[src/rtl/reg_bank_ctx.sv]
// reg_bank_ctx: NREGS x WIDTH CPU register bank with a stack pointer, a masked
// flag register and a shadow bank. The shadow bank is filled or drained one
// register per cycle by a small context engine used on interrupt entry/exit.
//
// Ports
//   clk, rst                 clock (rising edge), async active-high reset
//   rd_sel_a/b, rd_data_a/b  two combinational read ports
//   wr_en, wr_sel, wr_data   single write port (accepted only when idle)
//   sp_inc, sp_dec, sp_out   stack pointer step and current value
//   flag_we, flag_in,
//   flag_mask, flags_out     masked flag update and current flags
//   ctx_save, ctx_restore    start live->shadow / shadow->live copy
//   ctx_busy, ctx_done       copy in progress / one-cycle completion pulse
module reg_bank_ctx #(
  parameter int WIDTH    = 16,
  parameter int NREGS    = 8,
  parameter int SP_IDX   = 3,
  parameter int SP_RESET = 'hFF00,
  parameter int FLAG_W   = 4,
  parameter int BYPASS   = 1
) (
  input  logic                       clk,
  input  logic                       rst,
  input  logic [$clog2(NREGS)-1:0]   rd_sel_a,
  output logic [WIDTH-1:0]           rd_data_a,
  input  logic [$clog2(NREGS)-1:0]   rd_sel_b,
  output logic [WIDTH-1:0]           rd_data_b,
  input  logic                       wr_en,
  input  logic [$clog2(NREGS)-1:0]   wr_sel,
  input  logic [WIDTH-1:0]           wr_data,
  input  logic                       sp_inc,
  input  logic                       sp_dec,
  output logic [WIDTH-1:0]           sp_out,
  input  logic                       flag_we,
  input  logic [FLAG_W-1:0]          flag_in,
  input  logic [FLAG_W-1:0]          flag_mask,
  output logic [FLAG_W-1:0]          flags_out,
  input  logic                       ctx_save,
  input  logic                       ctx_restore,
  output logic                       ctx_busy,
  output logic                       ctx_done
);
  localparam int              AW     = $clog2(NREGS);
  localparam logic [WIDTH-1:0] SP_RST = WIDTH'(SP_RESET);
  localparam logic [AW-1:0]    SP_SEL = AW'(SP_IDX);
  localparam logic [AW-1:0]    LAST   = AW'(NREGS - 1);
  localparam bit               BYP    = (BYPASS != 0);

  typedef enum logic [1:0] {IDLE, SAVE, RESTORE} state_t;

  state_t                      state;
  logic [AW-1:0]               idx;
  logic [NREGS-1:0][WIDTH-1:0] regs;
  logic [NREGS-1:0][WIDTH-1:0] shadow;
  logic [FLAG_W-1:0]           flags;
  logic [FLAG_W-1:0]           shadow_flags;
  logic                        wr_ok;
  logic                        sp_wr;

  // Writes (and therefore bypass) only take effect while the engine is idle.
  assign wr_ok    = wr_en && (state == IDLE);
  assign sp_wr    = wr_en && (wr_sel == SP_SEL);
  assign ctx_busy = (state != IDLE);
  assign sp_out   = regs[SP_IDX];
  assign flags_out = flags;

  always_comb begin
    rd_data_a = regs[rd_sel_a];
    rd_data_b = regs[rd_sel_b];
    if (BYP && wr_ok && (wr_sel == rd_sel_a)) rd_data_a = wr_data;
    if (BYP && wr_ok && (wr_sel == rd_sel_b)) rd_data_b = wr_data;
  end

  always_ff @(posedge clk or posedge rst) begin
    if (rst) begin
      for (int i = 0; i < NREGS; i++) begin
        regs[i]   <= (i == SP_IDX) ? SP_RST : '0;
        shadow[i] <= (i == SP_IDX) ? SP_RST : '0;
      end
      flags        <= '0;
      shadow_flags <= '0;
      state        <= IDLE;
      idx          <= '0;
      ctx_done     <= 1'b0;
    end else begin
      ctx_done <= 1'b0;
      case (state)
        IDLE: begin
          if (wr_en) regs[wr_sel] <= wr_data;
          // A direct SP write wins over inc/dec; inc and dec together cancel.
          if (!sp_wr && (sp_inc ^ sp_dec))
            regs[SP_IDX] <= sp_inc ? regs[SP_IDX] + 1'b1 : regs[SP_IDX] - 1'b1;
          if (flag_we) flags <= (flags & ~flag_mask) | (flag_in & flag_mask);
          if (ctx_save) begin
            state <= SAVE;
            idx   <= '0;
          end else if (ctx_restore) begin
            state <= RESTORE;
            idx   <= '0;
          end
        end
        SAVE: begin
          shadow[idx] <= regs[idx];
          idx         <= idx + 1'b1;
          if (idx == LAST) begin
            shadow_flags <= flags;
            state        <= IDLE;
            ctx_done     <= 1'b1;
          end
        end
        RESTORE: begin
          regs[idx] <= shadow[idx];
          idx       <= idx + 1'b1;
          if (idx == LAST) begin
            flags    <= shadow_flags;
            state    <= IDLE;
            ctx_done <= 1'b1;
          end
        end
        default: state <= IDLE;
      endcase
    end
  end
endmodule

[config.mk]
export PLATFORM = sky130hd
export DESIGN_NAME = reg_bank_ctx
export DESIGN_NICKNAME = d
export VERILOG_FILES = /design/src/rtl/reg_bank_ctx.sv
export SDC_FILE = /design/constraint.sdc
export NUM_CORES = 1
export LEC_CHECK = 0
export CORE_ASPECT_RATIO = 0.8
export CORE_MARGIN = 5
export CORE_UTILIZATION = 50
export CTS_CLUSTER_DIAMETER = 30
export DETAILED_ROUTE_END_ITERATION = 7
export PLACE_DENSITY = 0.76
export SLEW_MARGIN = 0
export SYNTH_ARGS = -nofsm -noshare
export SYNTH_HDL_FRONTEND = slang
export SYNTH_SLANG_ARGS = --single-unit
[constraint.sdc]
create_clock -name clk -period 10.2 [get_ports clk]
set_input_delay 1.53 -clock clk [delete_from_list [all_inputs] [get_ports clk]]
set_output_delay 1.53 -clock clk [all_outputs]
set_load 0.01 [all_outputs]
After elaboration in Yosys (flattened, before gate mapping)
Index checks and enable logic that the tools add are counted.
{"block": "classes", "n_addsub": 3, "n_lt_le_gt_ge": 6, "n_eq_ne": 12, "muxes": 33, "bitwise": 5, "n_reduce_logical": 19}
{"operator": "$bwmux 128", "n": 3}
{"operator": "$pmux 128 s2", "n": 1}
{"operator": "$bmux 16 s3", "n": 4}
{"operator": "$mux 16", "n": 10}
{"operator": "$mux 128", "n": 1}
{"operator": "$demux 16 s3", "n": 2}
{"operator": "$add 16x1->16 const B", "n": 1}
{"operator": "$lt 3x4->1 const B", "n": 4}
{"operator": "$sub 16x1->16 const B", "n": 1}
{"operator": "$reduce_and 2->1", "n": 5}
{"operator": "$and 4x4->4", "n": 2}
{"operator": "$mux 4", "n": 2}
{"operator": "$pmux 4 s2", "n": 1}
{"operator": "$logic_and 1x1->1", "n": 7}
{"operator": "$eq 3x3->1", "n": 2}
{"operator": "$ge 3x1->1 const B", "n": 2}
{"operator": "$mux 2", "n": 3}
{"operator": "$mux 3", "n": 2}
{"operator": "$ne 2x2->1 const B", "n": 3}
{"operator": "$pmux 3 s2", "n": 1}
{"operator": "$reduce_bool 2->1", "n": 3}
{"operator": "$not 4->4", "n": 1}
{"operator": "$or 4x4->4", "n": 1}
{"operator": "$pmux 2 s2", "n": 1}
{"operator": "14 further kinds", "n": 15}
{"block": "totals", "register_bits": 270, "input_bits": 41}

Depth between registers and ports, before layout
Gate-level depths: netlist (run 1).
{"block": "depth", "word_depth": 8, "ltp_mapped": 10, "ltp_nobuf": 8}

Worst setup path before layout (run 1)
No wires, ideal clock.
{"block": "synth_timing", "path_type": "input port to output port", "startpoint": "input port rd_sel_a[2]", "endpoint": "output port rd_data_a[10]", "arrival_ps": 2965, "required_ps": 8670, "path_slack_ps": 5705, "cell_stages": 6, "path_buffers": 2, "path_cell_list": "clkbuf_1 > xor2_1 > nor4_1 > clkbuf_1 > nand2_1 > o21ai_0"}
{"block": "synth_via", "elab_chain_cells": 3, "elab_cells_between_ends": 5, "classes_between": "eq/ne: 1; mux: 3; reduce/logical: 1"}
{"element": "from (decl)", "line_no": "24", "rtl": "input logic [$clog2(NREGS)-1:0] rd_sel_a,"}
{"element": "$bmux 16 s3 or $eq 3x3->1 (tied branches)", "line_no": "68, 70"}
{"element": "$mux 16 (not written as such) or $logic_and 1x1->1 (tied branches)", "line_no": "68, 70"}
{"element": "$mux 16 (*)", "line_no": "70", "rtl": "if (BYP && wr_ok && (wr_sel == rd_sel_a)) rd_data_a = wr_data;"}
{"element": "to (decl)", "line_no": "25", "rtl": "output logic [WIDTH-1:0] rd_data_a,"}
Mark *: on every way between the ends. The rest lies on a longest branch, timed or not. The select of a mux whose other input is x is not followed.

Worst setup path in the final report (run 1)
{"block": "layout_timing", "startpoint": "input port rd_sel_b[2]", "endpoint": "output port rd_data_b[10]"}
{"block": "layout_via", "elab_chain_cells": 3, "elab_cells_between_ends": 5, "classes_between": "eq/ne: 1; mux: 3; reduce/logical: 1"}
{"element": "from (decl)", "line_no": "26", "rtl": "input logic [$clog2(NREGS)-1:0] rd_sel_b,"}
{"element": "$bmux 16 s3 or $eq 3x3->1 (tied branches)", "line_no": "69, 71"}
{"element": "$mux 16 (not written as such) or $logic_and 1x1->1 (tied branches)", "line_no": "69, 71"}
{"element": "$mux 16 (*)", "line_no": "71", "rtl": "if (BYP && wr_ok && (wr_sel == rd_sel_b)) rd_data_b = wr_data;"}
{"element": "to (decl)", "line_no": "27", "rtl": "output logic [WIDTH-1:0] rd_data_b,"}
Marks and branches as above.

==> flow_summary.yaml, run 1 <==
pwr:
  clock_power_share_pct: 28.0
  irDropWorstVdd_mv: 0.2141
  comb_power_share_pct: 42.5
  cellPowerDensity_nw_per_um2: 329.2
  switchingPower_mw: 2.812
  switching_share_pct: 43.43
  seqPwrFrac_pct: 29.5
  p_int_mw: 3.663
  p_leak_nw: 7.760
worst_setup_path:
  critical_path_buf_inv_count: 4
  cp_max_fo: 26
  path_depth: 8
  cp_slowest_cell: "nor4_2"
  regToRegStartpoint: "idx[1]"
  path_cells: "clkdlybuf4s50_1 > buf_4 > xor2_1 > nor4_2 > buf_4 > nand2_1 > o21ai_0 > clkdlybuf4s50_1"
  ff2ff_setup_slack_ps: 5730
  crit_type: "input port to output pin"
  path_delay_family: "buffers and inverters"
  r2r_cells: 6
  reg2reg_to: "regs[112]"
  arrival_ps: 4460
  worstPathRequired_ps: 8670
  worst_setup_path_end_kind: "output pin"
  worstSetupStartpointType: "input port"
  cpPeakStageDelay_ps: 740
clock_network:
  cts_root_buffer: "clkbuf_16"
  ctsResizeCount: 0
  cts_hold_buf: 0
  htreeDepth: 2
  clk_pin_slew_ps: 50
  tritoncts: "yes"
  post_cts_buffers: 0
  insertion_delay_ps: 590
  clkSinkCount: 270
  cts_max_path_buffers: 3
  cts-buffers-inserted: 55
hold_path:
  min_path_type: "register to register"
  min_from: "shadow[58]"
  min_to: "shadow[58]"
  holdPathStages: 2
sta:
  final_hold_viol_count: 0
  tightest_slew_ps: 1395
  finalSetupViolCount: 0
  finalCritPeriodShare_pct: 58.76
  hold-worst-slack_ps: 468.0
  finalSetupTns_ps: 0
  rsz0062_at_grt: "false"
  report.final.slew_viol_count: 0
  skew_ps: 18.24
  clock.fmax_ghz: 0.1669
  fin_crit_ps: 5993
  slew_headroom_pct: 6.977
logic_synthesis:
  synth_area_leaders: "dfrtp_1 (38%), mux4_2 (10%), nand2_1 (5.7%), a22oi_1 (5.6%), o21ai_0 (4.1%)"
  synth_ff_type: "dfrtp_1"
  yosysSeqAreaShare_pct: 40.49
  synth_area_um2: 16740
  synth_fp_nets: 1812
  avgSynthCellArea_um2: 9.559
  synth-seq-cells: 270
  yosys_warnings: 0
  yosysTopAreaCellShare_pct: 37.98
  synth_most_common_cell: "dfrtp_1"
  synth_edf_count: 0
  ys_async_sr_fraction_pct: 100.0
  yosysTopAreaCell: "dfrtp_1"
  synthTopCellsByCount: "dfrtp_1 (254), nand2_1 (252), o21ai_0 (137)"
  syn_inst: 1751
  ys_types: 81
routing:
  wire_per_inst_um: 27.30
  first_pass_iters: 8
  wirelength_um: 61600
  drc: 1
  first_iter_violations: 2491
  ant_nets: 0
  vias_per_cell: 6.831
  num_vias: 15410
global_route:
  grt_pass1_wl_um: 92320
  grt_use_total_pct: 31.95
  grt_max_degree: 110
  grt_overflow_total: 0
  grt_antenna_before_repair: 1
  first_global_vias: 14970
die:
  die-area_um2: 37260
  core_um2: 33330
  pin_count: 95
  start_util_pct: 50.21
  die_y_um: 173.6
  die_x_um: 214.6
  row_count: 60
final_layout:
  diodes: 0
  utilization_pct: 59.01
  regArea_um2: 6783
  area_growth_pct: 17.52
  fillers: 2821
  finalNetCount: 1836
  drive_above_1_share_pct: 17.89
  multi_input_area_um2: 9163
  fin_area_um2: 19670
place:
  gp_congestion: 0.9603
  portBuffers: 94
  post-dp-hpwl_um: 39780
  dpl-instance-area_um2: 17780
run_status:
  status: "finished, violations left"
  violations: "design-rule violations"
run:
  maxCapViolCount: 0
## flip-flops by register name (all words and copies together) (netlist names), named ones only
name	cells
sp_out	16
ctx_done	1
state	2
regs	112
idx	3
shadow_flags	4
shadow	128
## cell usage in the layout, fill, tap and decap left out, types with 6 or more instances in the layout
| cell type | instances |
|---|---|
| nand3_1 | 17 |
| mux2i_1 | 55 |
| a21o_1 | 11 |
| a22oi_2 | 6 |
| a21oi_1 | 136 |
| and2_1 | 7 |
| clkinv_2 | 11 |
| a221oi_1 | 28 |
| buf_4 | 40 |
| ha_1 | 18 |
| clkinvlp_4 | 13 |
| nand2_1 | 252 |
| clkinv_4 | 7 |
| a22oi_1 | 118 |
| o21ai_0 | 137 |
| nor3_2 | 7 |
| xor2_1 | 10 |
| a221oi_2 | 8 |
| nor2_1 | 129 |
| mux2_2 | 23 |
| nor2b_1 | 22 |
| inv_1 | 12 |
| clkdlybuf4s50_1 | 90 |
| clkbuf_16 | 57 |
| a31oi_1 | 13 |
| dfrtp_1 | 251 |
| dfstp_2 | 16 |
| mux4_2 | 77 |
| o21ai_1 | 90 |
## cell type report
cell class,count,share of cell area (%)
inverter,16,0.3435
clock inverter,42,2.175
timing repair buffer,134,6.208
clock buffer,62,7.449
multi-input combinational,1298,46.58
tap,434,2.761
sequential,270,34.48
## cell families after synthesis
family	share of synthesized area, %
AND/OR/NAND/NOR	13.07
flip-flops	40.49
AO/OA/AOI/OAI	23.38
buffers and inverters	5.181
adder cells (fa/ha/maj)	1.540
multiplexers	15.62
XOR/XNOR	0.7251
## worst max path at each step
stage / startpoint / endpoint / slack (ps)
floorplan: rst / async pin / 1260
global placement: rd_sel_b[2] / rd_data_b[10] / 4370
detailed placement: rd_sel_b[2] / rd_data_b[0] / 4340
CTS: rd_sel_b[2] / rd_data_b[10] / 4310
global route: wr_sel[2] / rd_data_b[10] / 4100
finish: rd_sel_b[2] / rd_data_b[10] / 4210
## power groups by stage
stage | sequential, mW | combinational [mW] | clock (mW)
finish | 1.91 | 2.75 | 1.81
global route | 1.94 | 2.94 | 1.88
CTS | 1.88 | 2.69 | 1.82
detailed placement | 1.89 | 2.67 | 0
global placement | 1.86 | 2.61 | 0
floorplan | 1.69 | 1.88 | 0
## metal layers
layer  vias up  wire [µm]  GRT usage [%]
li1       6542          -              -
met1      7489      23730          42.94
met2      1165      25850          46.26
met3       213       9131          12.73
met4         2       2876          13.42
met5         -         13         0.3846
## worst min-delay path, cell delays in order, from the launching register on
cell,delay (ps)
dfstp_2,360
nand2_1,40
o21ai_1,50
## stage by stage
stage                     setup slack (ps)  instances  total power [mW]
final                                 4207       2256             6.475
after global placement                4373       2152             4.471
after detailed placement              4339       2152             4.552
after global routing                  4095       2256             6.752
after floorplan                       1258       1751             3.576
after CTS                             4308       2256             6.387
No activity file was read; power rests on OpenSTA's default activity.
==> inputs of run 2 (changes only) <==
PLACE_DENSITY = 0.78   (was 0.76)
clock period = 5.3 ns   (was 10.2 ns; I/O delays follow)
==> flow_summary.yaml, run 2 (synthesis gave the netlist of run 1 again) <==
run_status:
  status: "completed"
worst_setup_path:
  worstSetupStartpointType: "input port"
  path_delay_family: "buffers and inverters"
  worstPathRequired_ps: 4510
  regToRegStartpoint: "idx[0]"
  arrival_ps: 3670
  cp_slowest_cell: "nor4_2"
  worst_setup_path_end_kind: "output pin"
  cpPeakStageDelay_ps: 730
  critical_path_buf_inv_count: 3
  r2r_cells: 4
  crit_path_start: "wr_sel[2]"
  crit_end: "rd_data_a[14]"
  path_depth: 7
  ff2ff_setup_slack_ps: 1690
  cpMostUsedCell: "clkdlybuf4s50_1"
  reg2reg_to: "shadow[121]"
  crit_type: "input port to output pin"
  path_cells: "clkdlybuf4s50_1 > xor2_1 > nor4_2 > buf_4 > nand2_1 > o21ai_0 > clkdlybuf4s50_1"
  cp_max_fo: 26
routing:
  met2WireLength_um: 24730
  top_layer: "met5"
  ant_nets: 0
  wire_per_inst_um: 27.18
  num_vias: 15830
  wirelength_um: 61100
  drc: 0
  wl_met1_um: 22130
  wl_met3_um: 10600
  first_iter_violations: 2886
  vias_per_cell: 7.041
  first_pass_iters: 8
pwr:
  cellPowerDensity_nw_per_um2: 632.2
  irDropWorstVdd_mv: 0.3404
  p_leak_nw: 7.740
global_route:
  grt_use_total_pct: 31.47
  first_global_vias: 15110
  grt_overflow_total: 0
  grt_antenna_before_repair: 3
  grt_pass1_wl_um: 91470
  grt_max_degree: 164
clock_network:
  ctsResizeCount: 0
  cts_hold_buf: 0
  insertion_delay_ps: 570
  htreeDepth: 2
  cts-buffers-inserted: 47
  cts_max_path_buffers: 3
  clkSinkCount: 270
  cts_root_buffer: "clkbuf_16"
  clk_pin_slew_ps: 50
  tritoncts: "yes"
  post_cts_buffers: 0
place:
  portBuffers: 94
  post-dp-hpwl_um: 39940
  dp_cells: 2160
  gp_congestion: 0.9784
hold_path:
  min_path_type: "register to register"
final_layout:
  fillers: 2760
  area_growth_pct: 16.95
  regMostFlops: "shadow"
  final_cell_mix: "nand2_1 (252), dfrtp_1 (251), o21ai_0 (137)"
  finalNonFillerCells: 2248
  diodes: 0
  drive_above_1_share_pct: 17.25
  layout_commonest_cell: "nand2_1"
  finalNetCount: 1836
  largest_reg_flops: 128
die:
  die-area_um2: 37260
  die_x_um: 214.6
  start_util_pct: 50.21
  row_count: 60
  pin_count: 95
  die_y_um: 173.6
  core_um2: 33330
sta:
  rsz0062_at_grt: "false"
  clock.fmax_ghz: 0.2237
  fin_crit_ps: 4470
  skew_ps: 18.38
  finalSetupTns_ps: 0
  tightest_slew_ps: 1318
  finalSetupViolCount: 0
  finalCritPeriodShare_pct: 84.33
  report.final.slew_viol_count: 0
  final_hold_viol_count: 0
  slew_headroom_pct: 12.06
run:
  maxCapViolCount: 0
==> run 2: worst min-delay path by stage <==
stage,from,endpoint,slack [ps],cells after the start
after floorplan,shadow[58],shadow[58],440,2
after global routing,shadow[59],shadow[59],490,2
after detailed placement,shadow[103],shadow[103],460,2
after CTS,shadow[59],shadow[59],480,2
final,shadow[58],shadow[58],470,2
after global placement,shadow[58],shadow[58],450,2
==> run 2: final cells by class <==
cell class	instances	area [µm²]	share of cell area [%]
Clock inverter	27	434.2	2.218
Tap cell	434	543.0	2.774
Inverter	16	63.81	0.3260
Timing Repair Buffer	142	1294	6.609
Multi-Input combinational cell	1298	9158	46.78
Sequential cell	270	6783	34.65
Clock buffer	61	1300	6.641
==> run 2: per-layer routing <==
metal	vias up	GRT usage, %
met2	1403	44.46
met4	4	14.03
met1	7555	41.56
li1	6553	-
met3	313	14.58
met5	-	0
==> run 2: worst reg2reg max path: stages, from the launching register on <==
cell     delay, ps
dfrtp_2        790
inv_2          520
nor3_4         780
nand2_1        880
o21ai_0        530
==> run 2: report_power, final <==
group          total (mW)  switching [mW]  leakage, nW  internal (mW)
clock                3.35            1.12        0.839           2.23
sequential           3.66           0.833         3.50           2.83
combinational        5.37            3.37         3.40           2.00
==> run 2: per-stage QoR <==
stage	cell area [µm²]	util, %	worst slack (ps)	total power, mW	hold WS (ps)
after floorplan	16740	-	950.6	6.884	442.6
after CTS	19580	58.73	875.1	12.10	475.2
after global placement	17840	53.52	1042	8.518	450.6
after detailed placement	17840	53.52	903.8	8.724	464.4
after global routing	19580	58.73	650.7	12.81	487.3
final	19580	58.73	830.5	12.37	469.9
